**src/rtl/ldo_power_sequencer_if.sv**
```systemverilog
// Handshake bundle between the power controller / LDO analog pins and the
// LDO enable sequencer. The master drives the request and carries the
// comparator output. The slave (the sequencer) drives the enables and status.
interface ldo_power_sequencer_if;
    logic       req_on;
    logic       pgood;
    logic       ldo_en;
    logic       ldo_enb;
    logic       ready;
    logic       fault;
    logic       busy;
    logic [2:0] state_o;

    modport master (
        output req_on, pgood,
        input  ldo_en, ldo_enb, ready, fault, busy, state_o
    );

    modport slave (
        input  req_on, pgood,
        output ldo_en, ldo_enb, ready, fault, busy, state_o
    );
endinterface

```
**src/rtl/ldo_power_sequencer.sv**
```systemverilog
// Enable sequencer for the 3.3V->1.8V LDO. It ramps the rail and waits a fixed
// settle time. It then qualifies the synchronized power-good, discharges on
// shutdown and latches faults.
// Optional feature: define LDO_SEQ_RETRY_EN to re-ramp automatically after a
// fault, up to RETRY_MAX times, while req_on stays high.
// All outputs decode from the state register only. There is no
// input-to-output combinational path.
module ldo_power_sequencer #(
    parameter int SETTLE_CYCLES = 16,
    parameter int OFF_CYCLES    = 8,
    parameter int RETRY_MAX     = 3,
    parameter int CNT_W         = 8
) (
    input  logic                  clk,
    input  logic                  resetn,
    ldo_power_sequencer_if.slave  bus
);
    // Parameter sanity: both hold times must fit in the shared down-counter.
    if (SETTLE_CYCLES < 1 || SETTLE_CYCLES > (1 << CNT_W) - 1 ||
        OFF_CYCLES < 1 || OFF_CYCLES > (1 << CNT_W) - 1 || RETRY_MAX < 0) begin : g_bad_param
        $error("ldo_power_sequencer: illegal parameter combination");
    end

    typedef enum logic [2:0] {
        S_OFF   = 3'd0,
        S_RAMP  = 3'd1,
        S_ON    = 3'd2,
        S_DIS   = 3'd3,
        S_FAULT = 3'd4
    } state_t;

    localparam logic [CNT_W-1:0] SETTLE_LOAD = CNT_W'(SETTLE_CYCLES - 1);
    localparam logic [CNT_W-1:0] OFF_LOAD    = CNT_W'(OFF_CYCLES - 1);

    state_t           state, state_nxt;
    logic [CNT_W-1:0] cnt;
    logic             cnt_zero;
    logic             cnt_load;
    logic [CNT_W-1:0] cnt_load_val;
    logic             pgood_m, pgood_s;
    logic             en, ready, fault, busy;

`ifdef LDO_SEQ_RETRY_EN
    localparam int            RW        = (RETRY_MAX < 1) ? 1 : $clog2(RETRY_MAX + 1);
    localparam logic [RW-1:0] RETRY_LIM = RW'(RETRY_MAX);
    logic [RW-1:0] retry_cnt;
    logic          retry_inc, retry_clr;
`endif

    assign cnt_zero = (cnt == '0);

    // Two-flop synchronizer for the asynchronous comparator output.
    always_ff @(posedge clk or negedge resetn) begin
        if (!resetn) begin
            pgood_m <= 1'b0;
            pgood_s <= 1'b0;
        end else begin
            pgood_m <= bus.pgood;
            pgood_s <= pgood_m;
        end
    end

    // State register.
    always_ff @(posedge clk or negedge resetn) begin
        if (!resetn) state <= S_OFF;
        else         state <= state_nxt;
    end

    // Shared down-counter: loaded on state entry, then counts down and holds at 0.
    always_ff @(posedge clk or negedge resetn) begin
        if (!resetn)        cnt <= '0;
        else if (cnt_load)  cnt <= cnt_load_val;
        else if (!cnt_zero) cnt <= cnt - 1'b1;
    end

`ifdef LDO_SEQ_RETRY_EN
    // Retry counter: cleared in OFF and on a good ramp, saturates at RETRY_MAX.
    always_ff @(posedge clk or negedge resetn) begin
        if (!resetn)                                   retry_cnt <= '0;
        else if (retry_clr)                            retry_cnt <= '0;
        else if (retry_inc && retry_cnt < RETRY_LIM)   retry_cnt <= retry_cnt + 1'b1;
    end
`endif

    // Next-state and counter-load decision. req_on=0 always wins over pgood.
    always_comb begin
        state_nxt    = state;
        cnt_load     = 1'b0;
        cnt_load_val = SETTLE_LOAD;
`ifdef LDO_SEQ_RETRY_EN
        retry_inc    = 1'b0;
        retry_clr    = 1'b0;
`endif
        case (state)
            S_OFF: begin
`ifdef LDO_SEQ_RETRY_EN
                retry_clr = 1'b1;
`endif
                if (bus.req_on) begin
                    state_nxt    = S_RAMP;
                    cnt_load     = 1'b1;
                    cnt_load_val = SETTLE_LOAD;
                end
            end
            S_RAMP: begin
                if (!bus.req_on) begin
                    state_nxt    = S_DIS;
                    cnt_load     = 1'b1;
                    cnt_load_val = OFF_LOAD;
                end else if (cnt_zero) begin
                    if (pgood_s) begin
                        state_nxt = S_ON;
`ifdef LDO_SEQ_RETRY_EN
                        retry_clr = 1'b1;
`endif
                    end else begin
                        state_nxt    = S_FAULT;
                        cnt_load     = 1'b1;
                        cnt_load_val = OFF_LOAD;
                    end
                end
            end
            S_ON: begin
                if (!bus.req_on) begin
                    state_nxt    = S_DIS;
                    cnt_load     = 1'b1;
                    cnt_load_val = OFF_LOAD;
                end else if (!pgood_s) begin
                    state_nxt    = S_FAULT;
                    cnt_load     = 1'b1;
                    cnt_load_val = OFF_LOAD;
                end
            end
            S_DIS: begin
                // req_on is ignored here so the LDO cannot short-cycle.
                if (cnt_zero) state_nxt = S_OFF;
            end
            S_FAULT: begin
                if (cnt_zero) begin
                    if (!bus.req_on) begin
                        state_nxt = S_OFF;
                    end
`ifdef LDO_SEQ_RETRY_EN
                    else if (retry_cnt < RETRY_LIM) begin
                        state_nxt    = S_RAMP;
                        cnt_load     = 1'b1;
                        cnt_load_val = SETTLE_LOAD;
                        retry_inc    = 1'b1;
                    end
`endif
                end
            end
            default: state_nxt = S_OFF;
        endcase
    end

    // Output decode, purely from the state register.
    always_comb begin
        en    = (state == S_RAMP) || (state == S_ON);
        ready = (state == S_ON);
        fault = (state == S_FAULT);
        busy  = (state == S_RAMP) || (state == S_DIS);
    end

    assign bus.ldo_en  = en;
    assign bus.ldo_enb = ~en;
    assign bus.ready   = ready;
    assign bus.fault   = fault;
    assign bus.busy    = busy;
    assign bus.state_o = state;
endmodule

```
**src/flat_wrapper.sv**
```systemverilog
// flat-port wrapper written by rule: the top's interface ports become plain ports
module ldo_power_sequencer_flat 
#(
    parameter int SETTLE_CYCLES = 16,
    parameter int OFF_CYCLES    = 8,
    parameter int RETRY_MAX     = 3,
    parameter int CNT_W         = 8
)
  (clk, resetn, bus_req_on, bus_pgood, bus_ldo_en, bus_ldo_enb, bus_ready, bus_fault, bus_busy, bus_state_o);
  ldo_power_sequencer_if bus_i ();
  input  logic clk;
  input  logic resetn;
  input wire logic [$bits(bus_i.req_on)-1:0] bus_req_on;
  input wire logic [$bits(bus_i.pgood)-1:0] bus_pgood;
  output wire logic [$bits(bus_i.ldo_en)-1:0] bus_ldo_en;
  output wire logic [$bits(bus_i.ldo_enb)-1:0] bus_ldo_enb;
  output wire logic [$bits(bus_i.ready)-1:0] bus_ready;
  output wire logic [$bits(bus_i.fault)-1:0] bus_fault;
  output wire logic [$bits(bus_i.busy)-1:0] bus_busy;
  output wire logic [$bits(bus_i.state_o)-1:0] bus_state_o;
  assign bus_i.req_on = bus_req_on;
  assign bus_i.pgood = bus_pgood;
  assign bus_ldo_en = bus_i.ldo_en;
  assign bus_ldo_enb = bus_i.ldo_enb;
  assign bus_ready = bus_i.ready;
  assign bus_fault = bus_i.fault;
  assign bus_busy = bus_i.busy;
  assign bus_state_o = bus_i.state_o;
  ldo_power_sequencer #(.SETTLE_CYCLES(SETTLE_CYCLES), .OFF_CYCLES(OFF_CYCLES), .RETRY_MAX(RETRY_MAX), .CNT_W(CNT_W)) u_core (.clk(clk), .resetn(resetn), .bus(bus_i));
endmodule
```
**config.mk**
```make
export PLATFORM = sky130hd
export DESIGN_NAME = ldo_power_sequencer_flat
export DESIGN_NICKNAME = d
export VERILOG_FILES = /design/src/rtl/ldo_power_sequencer_if.sv /design/src/rtl/ldo_power_sequencer.sv /design/src/flat_wrapper.sv
export SDC_FILE = /design/constraint.sdc
export NUM_CORES = 1
export LEC_CHECK = 0
export ABC_AREA = 1
export BUFFER_PORTS_ARGS = -buffer_cell sky130_fd_sc_hd__clkbuf_2
export CAP_MARGIN = 10
export CORE_ASPECT_RATIO = 0.75
export CORE_MARGIN = 2
export CORE_UTILIZATION = 30
export CTS_BUF_LIST = sky130_fd_sc_hd__clkbuf_8
export DETAILED_ROUTE_END_ITERATION = 8
export MAX_ROUTING_LAYER = met4
export PLACE_DENSITY = 0.55
export SLEW_MARGIN = 30
export SYNTH_ARGS = -nofsm -noshare
export SYNTH_HDL_FRONTEND = slang
export SYNTH_SLANG_ARGS = --single-unit
export TNS_END_PERCENT = 50
```
**constraint.sdc**
```tcl
create_clock -name clk -period 1.8 [get_ports clk]
set_input_delay 0.36 -clock clk [delete_from_list [all_inputs] [get_ports clk]]
set_output_delay 0.36 -clock clk [all_outputs]
set_load 0.01 [all_outputs]
```
* Word level (Yosys, flattened, before mapping) *
Cells that the tools add are included.
Widths: inputs -> output; s select.

storage, ports and cells
  register bits = 13
  bits of input ports = 4
  logic and storage cells = 45

cells by class
  eq/ne operators = 11
  reductions and logical operators = 5
  add/subtract/negate cells = 1
  multiplexer cells = 23
  bitwise operators = 1

operator list
  operator             count
  $mux 8               4
  $mux 3               9
  $pmux 8 s2           1
  $pmux 3 s5           1
  $logic_not 8->1      1
  $mux 4               2
  $sub 8x1->8 const B  1
  $eq 3x2->1 const B   2
  $ne 2x2->1 const B   3
  $reduce_and 6->1     1
  $mux 1               5
  $ne 2x1->1 const B   2
  $eq 3x1->1 const B   1
  $eq 3x3->1 const B   1
  $logic_not 3->1      1
  $ne 3x2->1 const B   1
  $ne 3x3->1 const B   1
  $pmux 1 s3           1
  $logic_or 1x1->1     2
  $not 1->1            1

* Logic depth before layout (Yosys ltp) *
  depth in word-level cells = 5
  mapped depth = 11
  mapped depth without buffers = 11

* Worst setup path before layout *
Ideal clock, no wire load.

  path type = flip-flop to flip-flop
  start point = register u_core.cnt[0]
  end point = register u_core.state[0], in the netlist u_core.bus.state_o[0]
  arrival = 1.232 ns
  clock period less this slack = 1.349 ns
  stages on the path, launching flop included = 10
  setup slack = 0.451 ns
  required time = 1.682 ns
  library setup time = 0.118 ns
  path through = dfrtp_1 -> inv_1 -> ha_1 -> nand2_1 -> nor2_4 -> nor2_1 -> nor2_2 -> nand3_1 -> nand2_1 -> nand2_1

between the ends
  cells in the longest elaborated chain, start to end = 3
  elaborated cells between the ends (all ways) = 5
  classes of those cells = 3 x eq/ne; 2 x reduce/logical

ends and longest elaborated chain
  item                                                              line                       text
  from (decl)                                                       ldo_power_sequencer.sv:36  logic [CNT_W-1:0] cnt;
  from (signal assigned)                                            ldo_power_sequencer.sv:72  else if (cnt_load) cnt <= cnt_load_val;
  from (signal assigned)                                            ldo_power_sequencer.sv:73  else if (!cnt_zero) cnt <= cnt - 1'b1;
  $logic_not 8->1 *                                                 ldo_power_sequencer.sv:50  assign cnt_zero = (cnt == '0);
  $ne 3x2->1 (no source line) / $ne 2x1->1 (equally long branches)  -
  $reduce_and 6->1 (no source line) *                               -
  to (signal assigned)                                              ldo_power_sequencer.sv:66  else state <= state_nxt;
  to (decl)                                                         ldo_power_sequencer.sv:35  state_t state, state_nxt;

Mark *: on every way between the ends. The rest lies on a longest branch, timed or not.
A chain may end at the register's enable or synchronous reset.

* Worst setup path in the final report *
  start point = register u_core.state[1], in the netlist u_core.bus.state_o[1]
  end point = output bus_ldo_enb

between the ends
  cells in the longest elaborated chain, start to end = 3
  elaborated cells between the ends (all ways) = 4
  classes of those cells = 2 x eq/ne; 1 x bitwise; 1 x reduce/logical

ends and longest elaborated chain
  item                                             line                        text
  $eq 3x1->1 / $eq 3x2->1 (equally long branches)  ldo_power_sequencer.sv:159  en = (state == S_RAMP) || (state == S_ON);
  $logic_or 1x1->1 *                               ldo_power_sequencer.sv:159
  $not 1->1 *                                      ldo_power_sequencer.sv:166  assign bus.ldo_enb = ~en;
  to (decl)                                        flat_wrapper.sv:16          output wire logic [$bits(bus_i.ldo_enb)-1:0] bus_ldo_enb;

Marks and branches as above.

==> results.yml <==
timing:
  setup-tns-final_ns: 0
  holdWs_ns: -0.000760
  setup_violations: 0
  max_slew_margin_pct: 77.4
  hold_violations: 1
  post-route-period-util_pct: 91.5
  worstMarginPinSlew_ns: 0.336
  fin_worst_skew_ns: 0.00664
  min_period_ns: 1.65
  slew_violations: 0
  rsz0062_at_grt: "false"
  max_freq_ghz: 0.607
clock_network:
  clock_latency_ns: 0.25
  postCtsHoldBufs: 0
  htreeDepth: 1
  numCtsBuffers: 3
  cts_sinks: 13
  tritoncts: "built"
  cts_root_buffer: "clkbuf_8"
  clock_tree.buffer_depth: 2
  clk_pin_slew_worst_paths_ns: 0.06
logic_synthesis:
  synth_most_common_cell: "nand2_1"
  ys_ff_latch: 13
  synthTopCellsByArea: "dfrtp_1 38%, nand2_1 17%, inv_1 10%"
  ys.flop_type: "dfrtp_1"
  yosysTopAreaCellShare_pct: 37.6
  synthArstFlopShare_pct: 100
  syn-cell-area_um2: 866
  yosys.cell_types.count: 19
  synth-edff-count: 0
  syn_area_per_cell_um2: 6.66
  synth_top_cell_by_area: "dfrtp_1"
  synthCells: 130
  ys_top_cells_by_count: "39 x nand2_1, 24 x inv_1, 13 x dfrtp_1, 12 x nand3_1, 12 x nor2_1"
  yosys_warnings: 0
  yosysSeqAreaShare_pct: 37.6
  syn-num-nets: 136
routing:
  ant_nets: 0
  dr.first_iter.drc_count: 34
  dr.pass1.iters: 4
  wire_per_inst_um: 10.2
  wl_um: 1860
  post_drt_via_cell_ratio: 4.71
  post-route-drc-count: 0
  vias: 857
setup_path:
  critPathKind: "register to output pin"
  end_kind: "output pin"
  start_kind: "register"
  crit_path_max_incr_delay_ns: 0.43
  crit_path_frequent_cell: "inv_1"
  slowest_stage: "dfrtp_1"
  cp.required_ns: 1.44
  cp_max_fo: 5
  startpoint: "u_core.bus.state_o[1]$_DFFE_PN0P_"
  cp_cell_sequence: "inv_1, nand3_1, nand2_2, inv_1, clkbuf_2"
  worstPathArrival_ns: 1.29
  worstReg2RegStart: "u_core.cnt[0]$_DFFE_PN0P_"
layout:
  final_nets: 153
  syn2layout_area_growth_pct: 18.4
  n_fill_cell: 308
  multi_input_area_um2: 444
  seq_area_um2: 325
  drive_above_1_share_pct: 18.5
  diodes: 0
global_routing:
  gr-total-overflow: 0
  antenna_found_initial: 0
  grt_max_degree: 14
  grt_pass1_wl_um: 3290
  grt_use_total_pct: 13.5
  grt_pass1_vias: 763
placement:
  dp_hpwl_um: 1470
  port-buffer-count: 11
  place_congestion: 0.933
floorplan:
  row_count: 16
  core_um2: 2680
  die_h_um: 50.5
  start_util_pct: 32.3
  dieArea_um2: 3340
  die_w_um: 66.0
  pin_count: 12
power:
  max-vdd-ir-drop_uv: 546
  power_density_nw_per_um2: 1460
  power_leakage_uw: 0.000601
run:
  max_cap_violations: 0
outcome:
  violations: "hold timing"
  status: "finished with violations"
worst_hold_path:
  hold_path_class: "input port to async pin"
## registers in the layout (all words and copies together), names as in the netlist
name / flops
u_core.bus.state_o: 3
u_core.cnt: 8
u_core.pgood_m: 1
u_core.pgood_s: 1
## layout make-up
cell class / count / share of cell area, %
multi-input combinational: 91 / 43.3
sequential: 13 / 31.7
inverter: 25 / 9.16
timing repair buffer: 13 / 6.84
tap: 36 / 4.40
clock buffer: 3 / 4.03
clock inverter: 1 / 0.488
## through the flow
stage | util, % | area (um2) | power, uW | std cells | setup WS [ns]
finish | 38.2 | 1020 | 1490 | 182 | 0.154
global route | 38.2 | 1020 | 1650 | 182 | 0.0100
CTS | 37.5 | 1010 | 1470 | 180 | 0.135
detailed placement | 35.8 | 961 | 1200 | 176 | 0.305
global placement | 35.8 | 961 | 1190 | 176 | 0.348
floorplan | - | 866 | 989 | 130 | 0.451
## timing repair
item / CTS / global route
buffers inserted: 0 / 2
setup endpoints to repair: 0 / 1
resized for setup: 0 / 1
hold endpoints to repair: 0 / 0
## final timing paths
path,endpoint,slack (ns),cells after the start
worst max register to register,u_core.bus.state_o[0]$_DFFE_PN0P_,0.29,9
min in group clk,u_core.pgood_m$_DFF_PN0_,0.22,1
worst min register to register,u_core.pgood_s$_DFF_PN0_,0.36,0
max in group asynchronous,u_core.cnt[3]$_DFFE_PN0P_,1.54,1
worst min-delay path,u_core.cnt[7]$_DFFE_PN0P_,-0.0008,1
worst max-delay path,bus_ldo_enb,0.15,5
## power breakdown
group	internal [uW]	switching, uW	leakage, uW
sequential	373	101	0.000161
combinational	280	478	0.000415
clock	153	109	0.0000255
total	806	688	0.000601
## per-layer routing
| metal | global-route usage (%) | wire [um] | vias up | share of wire (%) |
|---|---|---|---|---|
| met5 | - | 0 | - | 0 |
| met4 | 3.06 | 0 | 0 | 0 |
| met3 | 5.38 | 139 | 0 | 7.5 |
| met2 | 18.5 | 810 | 32 | 44 |
| met1 | 18.7 | 910 | 390 | 49 |
| li1 | - | - | 435 | - |
## logic make-up after synthesis
family / after synthesis / synth area share (%)
buffers and inverters: 26 / 11.4
AOI/OAI and AO/OA: 7 / 4.05
xor gates and xnor gates: 1 / 1.01
and+or+nand+nor: 81 / 43.1
adders and majority gates: 2 / 2.89
DFF: 13 / 37.6
## worst max-delay path: cells and delay by family (launching register included)
family / cells / cell delay [ns]
flip-flops: 1 / 0.43
buffers and inverters: 3 / 0.33
AND/OR/NAND/NOR: 2 / 0.28
## cells in the final DEF (no fill, tap or decap)
| cell | instances |
|---|---|
| buf_4 | 2 |
| clkinv_2 | 1 |
| nand2_1 | 38 |
| nor2_2 | 3 |
| dfrtp_1 | 13 |
| nand3_1 | 12 |
| xor2_1 | 1 |
| nor3_1 | 1 |
| clkbuf_2 | 11 |
| inv_1 | 24 |
| nand3b_1 | 1 |
| nor2_4 | 1 |
| inv_2 | 1 |
| o21ai_0 | 6 |
| nand2_2 | 4 |
| nor3_2 | 1 |
| and2_1 | 1 |
| clkbuf_8 | 3 |
| a21oi_1 | 1 |
| nor2_1 | 12 |
| ha_1 | 2 |
| nand4_1 | 7 |
Note: power is estimated with default switching activity, not from simulation.
